**src/rtl/reg_file_wb_sink.sv**
```systemverilog
// Architectural register file fed by writeback, two bypassed read ports,
// and a halt-triggered serial register dump with valid/ready handshake.
module reg_file_wb_sink #(
  parameter int DATA_W   = 16,
  parameter int ADDR_W   = 4,
  parameter int ZERO_REG = 1
) (
  input  logic              clk,
  input  logic              rst,
  input  logic [ADDR_W-1:0] p0_addr,
  input  logic [ADDR_W-1:0] p1_addr,
  output logic [DATA_W-1:0] p0,
  output logic [DATA_W-1:0] p1,
  input  logic              RegWrite,
  input  logic [ADDR_W-1:0] write_addr,
  input  logic [DATA_W-1:0] RegData,
  input  logic              hlt,
  output logic              dump_valid,
  input  logic              dump_ready,
  output logic [ADDR_W-1:0] dump_addr,
  output logic [DATA_W-1:0] dump_data,
  output logic              dump_done
);

  localparam int NREGS = 1 << ADDR_W;
  localparam logic [ADDR_W-1:0] LAST = ADDR_W'(NREGS - 1);

  localparam logic [1:0] IDLE = 2'd0;
  localparam logic [1:0] DUMP = 2'd1;
  localparam logic [1:0] DONE = 2'd2;

  logic [DATA_W-1:0] regs [NREGS];
  logic [1:0]        state;
  logic [ADDR_W-1:0] idx;
  logic              we;

  assign we = RegWrite &&
              !((ZERO_REG != 0) && (write_addr == '0));

  // Same-cycle writes are forwarded so decode never sees stale data.
  function automatic logic [DATA_W-1:0] rd(
    input logic [ADDR_W-1:0] a
  );
    if ((ZERO_REG != 0) && (a == '0))
      return '0;
    else if (RegWrite && (write_addr == a))
      return RegData;
    else
      return regs[a];
  endfunction

  always_comb begin
    p0 = rd(p0_addr);
    p1 = rd(p1_addr);
  end

  always_comb begin
    dump_valid = (state == DUMP);
    dump_done  = (state == DONE);
    dump_addr  = idx;
    dump_data  = '0;
    if (state == DUMP)
      dump_data = rd(idx);
  end

  always_ff @(posedge clk) begin
    if (rst) begin
      for (int i = 0; i < NREGS; i++)
        regs[i] <= '0;
    end else if (we) begin
      regs[write_addr] <= RegData;
    end
  end

  // Dump ends on the compare against the last index, never on wrap.
  always_ff @(posedge clk) begin
    if (rst) begin
      state <= IDLE;
      idx   <= '0;
    end else begin
      case (state)
        IDLE: begin
          if (hlt) begin
            state <= DUMP;
            idx   <= '0;
          end
        end
        DUMP: begin
          if (dump_ready) begin
            if (idx == LAST) begin
              state <= DONE;
              idx   <= '0;
            end else begin
              idx <= idx + 1'b1;
            end
          end
        end
        DONE: ;
        default: begin
          state <= IDLE;
          idx   <= '0;
        end
      endcase
    end
  end

endmodule

```
**config.mk**
```make
export PLATFORM = sky130hd
export DESIGN_NAME = reg_file_wb_sink
export DESIGN_NICKNAME = d
export VERILOG_FILES = /design/src/rtl/reg_file_wb_sink.sv
export SDC_FILE = /design/constraint.sdc
export NUM_CORES = 1
export LEC_CHECK = 0
export CAP_MARGIN = 20
export CORE_MARGIN = 8
export CORE_UTILIZATION = 65
export DETAILED_ROUTE_END_ITERATION = 8
export GPL_TIMING_DRIVEN = 0
export PLACE_DENSITY = 0.95
export SYNTH_ARGS = -nofsm -noshare
export SYNTH_HDL_FRONTEND = slang
export SYNTH_SLANG_ARGS = --single-unit
```
**constraint.sdc**
```tcl
create_clock -name clk -period 5.65 [get_ports clk]
set_input_delay 1.13 -clock clk [delete_from_list [all_inputs] [get_ports clk]]
set_output_delay 1.13 -clock clk [all_outputs]
set_load 0.005 [all_outputs]
```
**Word-level counts from Yosys, hierarchy flattened**

Memories as Yosys holds them, arrays and structs flattened. A register that Yosys moved wholly into a read port is not among the register bits.
Cells that the tools add are included.

- Register bits after elaboration: 6
- Bits in writable memories: 256
- Memories kept: 1
- Output and inout port bits: 54

- Equal/unequal tests: 9
- Mux-type cells: 25
- Bitwise operators: 1
- Reduce and logical (&&, ||, !) cells: 13
- Add/subtract/negate cells: 1

Memory list:

| name | depth | width | rd ports | clocked after memory_dff | wr ports | RTL line | RTL |
|---|---|---|---|---|---|---|---|
| regs | 16 | 16 | 3 | 1 | 16 | 32 | `logic [DATA_W-1:0] regs [NREGS];` |

Operator list:

| kind | number |
|---|---|
| $mux W16 | 8 |
| $mux W4 | 6 |
| $logic_not A4 Y1 | 4 |
| $reduce_or A16 Y1 | 1 |
| $eq A4 B4 Y1 | 3 |
| $pmux W4 S3 | 1 |
| $mux W1 | 6 |
| $mux W2 | 3 |
| $pmux W2 S3 | 1 |
| $add A4 B1 Y4 const B | 1 |
| $eq A4 B4 Y1 const B | 1 |
| $logic_and A1 B1 Y1 | 4 |
| $ne A2 B1 Y1 const B | 2 |
| $reduce_and A4 Y1 | 1 |
| $reduce_and A3 Y1 | 1 |
| $eq A2 B1 Y1 const B | 1 |
| $eq A2 B2 Y1 const B | 1 |
| $logic_not A2 Y1 | 1 |
| $ne A2 B2 Y1 const B | 1 |
| $logic_not A1 Y1 | 1 |
| $not A1 Y1 | 1 |

**Logic depth before layout (Yosys ltp)**

- Depth after elaboration: 8
- Gate-level depth with buffers: 8
- Mapped depth without buffers: 6

**Worst setup path after synthesis**

Ideal clock, no wire load.

- Path kind: input port to output port
- From: input p1_addr[0]
- To: output p1[10]
- Path buffers: 2
- Arrival: 2.454 ns
- Data required time: 4.520 ns
- Cell stages on the path: 6
- Slack: 2.066 ns
- Cells stage by stage: buf_6 -> buf_2 -> mux4_2 -> a22oi_1 -> nand2_1 -> a22o_1

- Word-level cells in the longest chain between the ends: 4
- Elaborated cells on any way between the ends: 6
- Classes of those cells: eq/ne: 1; mux: 2; reduce/logical: 2; memory: 1

Ends and longest elaborated chain:

| element | RTL line | RTL |
|---|---|---|
| start, declared | 11 | `input logic [ADDR_W-1:0] p1_addr,` |
| parallel branches: the longest is 3 deep, another holds $mem_v2 Z16 W16 | -- |  |
| $mux W16 (*) | 44 | `if ((ZERO_REG != 0) && (a == '0))` |
| end, declared | 13 | `output logic [DATA_W-1:0] p1,` |

Every way passes the cells marked *.

**Worst setup path in the final report**

- From: input p0_addr[1]
- To: output p0[5]

- Word-level cells in the longest chain between the ends: 4
- Elaborated cells on any way between the ends: 6
- Classes of those cells: eq/ne: 1; mux: 2; reduce/logical: 2; memory: 1

Ends and longest elaborated chain:

| element | RTL line | RTL |
|---|---|---|
| start, declared | 10 | `input logic [ADDR_W-1:0] p0_addr,` |
| parallel branches: the longest is 3 deep, another holds $mem_v2 Z16 W16 | -- |  |
| $mux W16 (*) | 44 |  |
| end, declared | 12 | `output logic [DATA_W-1:0] p0,` |

Marks and branches as above.

==> impl_results.md <==
- Tmin final: 5130 ps
- Number of antenna violations at the first check in global routing: 0
- Vias after detailed routing: 11.9k
- Number of enable flip-flop cells after synthesis: 256
- First-pass GRT wire length: 76,500 um
- Clock root cell: sky130_fd_sc_hd__clkbuf_16
- Worst Hold Endpoint: state[0]$_SDFFE_PP0P_
- Basic-gate share of the synthesized area counting and, or, nand and nor cells: 0.128
- Detail Placement HPWL: 38,500 um
- Total Die Area: 0.0305 sq mm
- Area of the core: 0.0250 sq mm
- Setup TNS: 0 ps
- Initial core utilization: 0.656
- Total detailed-routing wirelength: 51,500 um
- Area growth syn-to-layout: 13.7%
- Post-CTS Hold Buffers: 0
- Worst-case headroom to the max-slew limit: 0.393
- Fill cell total of the finished layout: 1,482
- Largest net degree at the start of global routing: 17
- Asr flop ratio synth: 0
- Average wire length per cell after detail routing: 32.3 um
- Global-route usage over all layers: 0.336
- Arrival time of data at the critical path endpoint: 4000 ps
- RSZ-0062 raised after global routing: no
- Compound-cell area share of the yosys netlist: 0.0758
- Result of the run: complete, no violations
- Slew Limit Fails: 0
- Peak supply drop: 0.000283 V
- Final critical-path share of the clock period: 0.908
- Fin Clk Skew: 0.469 ps
- Total power per unit cell area: 280 mW/mm^2
- Remaining global-route overflow: 0
- Main combinational cell family by area after synthesis: multiplexers
- Max-capacitance violation count: 0
- Total clock sinks: 266
- Port Buffer Count: 81
- Number of synthesized register bits: 266
- Hold Worst Slack: 552 ps
- R2R Path End: dump_addr[3]$_SDFFE_PP0P_
- Post-CTS setup buffers: 0
- Hold Crit Depth: 1
- Launch instance of the worst register-to-register path: state[1]$_SDFFE_PP0P_
- Critical Path End Type: output port
- Number of different library cells in the post-synthesis netlist: 38
- Peak Freq: 0.195 GHz
- Site Rows: 58
- Startpoint of the lowest-slack hold path: state[0]$_SDFFE_PP0P_
- Area taken by flip-flops and latches: 0.00789 sq mm
- H-tree level count: 1
- Placer Congestion: 0.960
- Skew-Pair Late Insertion Delay: 550 ps
- Final number of hold-violating endpoints: 0
- Required time at the endpoint of the critical path: 4520 ps
- Final instance area: 0.0186 sq mm
- Reg2reg setup slack: 4040 ps
- Average cell area after synthesis: 14.7 sq um
- Netlist Area Pre-Place: 0.0164 sq mm
- Ports: 87
- Count of TritonRoute iterations in the first routing pass: 6
- Actual transition at the worst max-transition pin: 911 ps
- Fraction of final layout cells sized beyond drive strength 1: 0.222
- Num CTS Buffers: 28
- Sequential share of the synthesized area: 0.482
- Clk buf depth: 3
- Instance count of the mapped netlist: 1,115
- HP Class: register to register
- Residual DRC count: 0
- Number of failing setup endpoints in the final timing report: 0
- CTS tree: yes
- Number of nets in the layout: 1,277
- Post-CTS sizing: 0
- Clk pin slew, worst setup/hold paths: 60 ps
- Setup CP Type: input port to output port
- Total placed instance area: 0.0177 sq mm
- CP startpoint kind: input port
- Vias per cell: 7.47
- Xor and xnor fraction of the mapped netlist area: 0.00642
- Leakage power total: 0.00642 uW
- Arithmetic-cell share of the synthesized area counting full adders, half adders and majority gates: 0.00153
- Number of global-route vias before repair: 11.9k
- Multiplexer fraction of the synthesized cell area: 0.268
- Depth of the worst register-to-register path: 5
- DRC marker count from the first detailed-route iteration: 2,074
- Y dimension of the die: 175 um
- Number of nets with antenna violations after detailed routing: 0
- Most instantiated flip-flop cell in the synthesis netlist: sky130_fd_sc_hd__edfxtp_1
- Horizontal die dimension: 175 um
- Highest net fanout along the worst path: 10
- Warning count from the yosys run: 0
- Combined area of the multi-input logic cells: 0.00792 sq mm
-- cell usage in the layout, fill, tap and decap left out, types with 3 or more instances in the layout --
| master | Yosys | final |
|---|---|---|
| sky130_fd_sc_hd__buf_8 | 3 | 4 |
| sky130_fd_sc_hd__clkdlybuf4s50_1 | 0 | 81 |
| sky130_fd_sc_hd__a22o_1 | 48 | 48 |
| sky130_fd_sc_hd__xnor2_1 | 8 | 8 |
| sky130_fd_sc_hd__buf_1 | 16 | 16 |
| sky130_fd_sc_hd__buf_12 | 3 | 3 |
| sky130_fd_sc_hd__clkbuf_16 | 0 | 29 |
| sky130_fd_sc_hd__nor2b_1 | 9 | 9 |
| sky130_fd_sc_hd__a21oi_1 | 6 | 6 |
| sky130_fd_sc_hd__o21ai_0 | 4 | 4 |
| sky130_fd_sc_hd__buf_2 | 19 | 19 |
| sky130_fd_sc_hd__conb_1 | 1 | 16 |
| sky130_fd_sc_hd__nor2_1 | 26 | 26 |
| sky130_fd_sc_hd__mux4_1 | 17 | 17 |
| sky130_fd_sc_hd__buf_4 | 11 | 11 |
| sky130_fd_sc_hd__edfxtp_1 | 256 | 256 |
| sky130_fd_sc_hd__inv_1 | 5 | 5 |
| sky130_fd_sc_hd__bufinv_16 | 0 | 4 |
| sky130_fd_sc_hd__and2_1 | 243 | 243 |
| sky130_fd_sc_hd__clkbuf_1 | 49 | 54 |
| sky130_fd_sc_hd__xor2_1 | 4 | 4 |
| sky130_fd_sc_hd__nor3_1 | 7 | 7 |
| sky130_fd_sc_hd__clkbuf_2 | 3 | 3 |
| sky130_fd_sc_hd__clkinv_1 | 0 | 5 |
| sky130_fd_sc_hd__or2_2 | 15 | 15 |
| sky130_fd_sc_hd__nand2b_1 | 5 | 5 |
| sky130_fd_sc_hd__mux4_2 | 175 | 175 |
| sky130_fd_sc_hd__a22oi_1 | 96 | 96 |
| sky130_fd_sc_hd__buf_6 | 6 | 6 |
| sky130_fd_sc_hd__nand2_1 | 54 | 54 |
| sky130_fd_sc_hd__dfxtp_1 | 10 | 10 |
| sky130_fd_sc_hd__clkinv_2 | 0 | 5 |
| sky130_fd_sc_hd__nand4_1 | 3 | 3 |
-- worst max path at each step --
stage          endpoint        from  cells past startpoint  slack [ps]
2_1_floorplan    p1[10]  p1_addr[0]                      6        2070
4_1_cts           p0[7]  p0_addr[1]                      8         620
3_5_place_dp      p0[5]  p0_addr[1]                      8         640
5_1_grt           p0[3]  p0_addr[1]                      8         470
3_3_place_gp      p0[1]  p0_addr[1]                      8         680
6_report          p0[5]  p0_addr[1]                      8         520
-- cell type report --
| class | count | share of cell area |
|---|---|---|
| Inverter | 5 | 0.00101 |
| Antenna cell | 1 | 0.000134 |
| Timing Repair Buffer | 82 | 0.0444 |
| Clock inverter | 18 | 0.0106 |
| Tap cell | 330 | 0.0222 |
| Buffer | 110 | 0.0327 |
| Multi-Input combinational cell | 749 | 0.425 |
| Clock buffer | 34 | 0.0400 |
| Sequential cell | 266 | 0.424 |
-- where the power goes --
group | switching, uW | leakage [uW] | total (uW) | internal, uW
registers | 119 | 0.00253 | 2400 | 2280
logic | 447 | 0.00344 | 895 | 449
clock network | 791 | 0.000457 | 1910 | 1120
-- Yosys cell counts, types with 15 or more instances --
library cell / count / area (sq um)
sky130_fd_sc_hd__a22oi_1: 96 / 721
sky130_fd_sc_hd__nand2_1: 54 / 203
sky130_fd_sc_hd__edfxtp_1: 256 / 7690
sky130_fd_sc_hd__mux4_2: 175 / 3940
sky130_fd_sc_hd__buf_1: 16 / 60.1
sky130_fd_sc_hd__or2_2: 15 / 93.8
sky130_fd_sc_hd__clkbuf_1: 49 / 184
sky130_fd_sc_hd__and2_1: 243 / 1520
sky130_fd_sc_hd__a22o_1: 48 / 420
sky130_fd_sc_hd__buf_2: 19 / 95.1
sky130_fd_sc_hd__mux4_1: 17 / 447
sky130_fd_sc_hd__nor2_1: 26 / 97.6
-- cells by family (layout without fill, tap and decap cells) --
| group | Yosys count | count (layout) |
|---|---|---|
| adder cells (fa/ha/maj) | 2 | 2 |
| buffers and inverters | 115 | 249 |
| other | 1 | 17 |
| AND/OR/NAND/NOR | 368 | 368 |
| XOR/XNOR | 12 | 12 |
| flip-flops | 266 | 266 |
| AO/OA/AOI/OAI | 159 | 159 |
| multiplexers | 192 | 192 |
-- worst max-delay path, stage by stage --
cell                              delay, ps
sky130_fd_sc_hd__clkdlybuf4s50_1        500
sky130_fd_sc_hd__buf_2                  320
sky130_fd_sc_hd__buf_1                  610
sky130_fd_sc_hd__mux4_2                 470
sky130_fd_sc_hd__a22oi_1                160
sky130_fd_sc_hd__nand2_1                 90
sky130_fd_sc_hd__a22o_1                 240
sky130_fd_sc_hd__clkdlybuf4s50_1        470
-- sequential cells by signal, summed over array words and instances (netlist names), named ones only --
register   cells
dump_addr      4
state          2
regs         256
-- stage by stage --
stage	instances	setup slack, ps	util	total power, uW
after floorplan	1130	2070	-	2930
after global placement	1541	675	0.707	3250
after detailed placement	1541	643	0.707	3280
after CTS	1593	622	0.745	5160
after global routing	1594	467	0.746	5300
final	1595	520	0.746	5210
-- per-layer routing --
metal / routed length (um) / vias to the layer above / global-route usage
met5: 0 / - / 0
met4: 2130 / 0 / 0.123
met3: 8450 / 178 / 0.0973
met2: 23600 / 1222 / 0.518
met1: 17300 / 5818 / 0.452
li1: - / 4695 / -
Note: power is estimated with default switching activity, not from simulation.
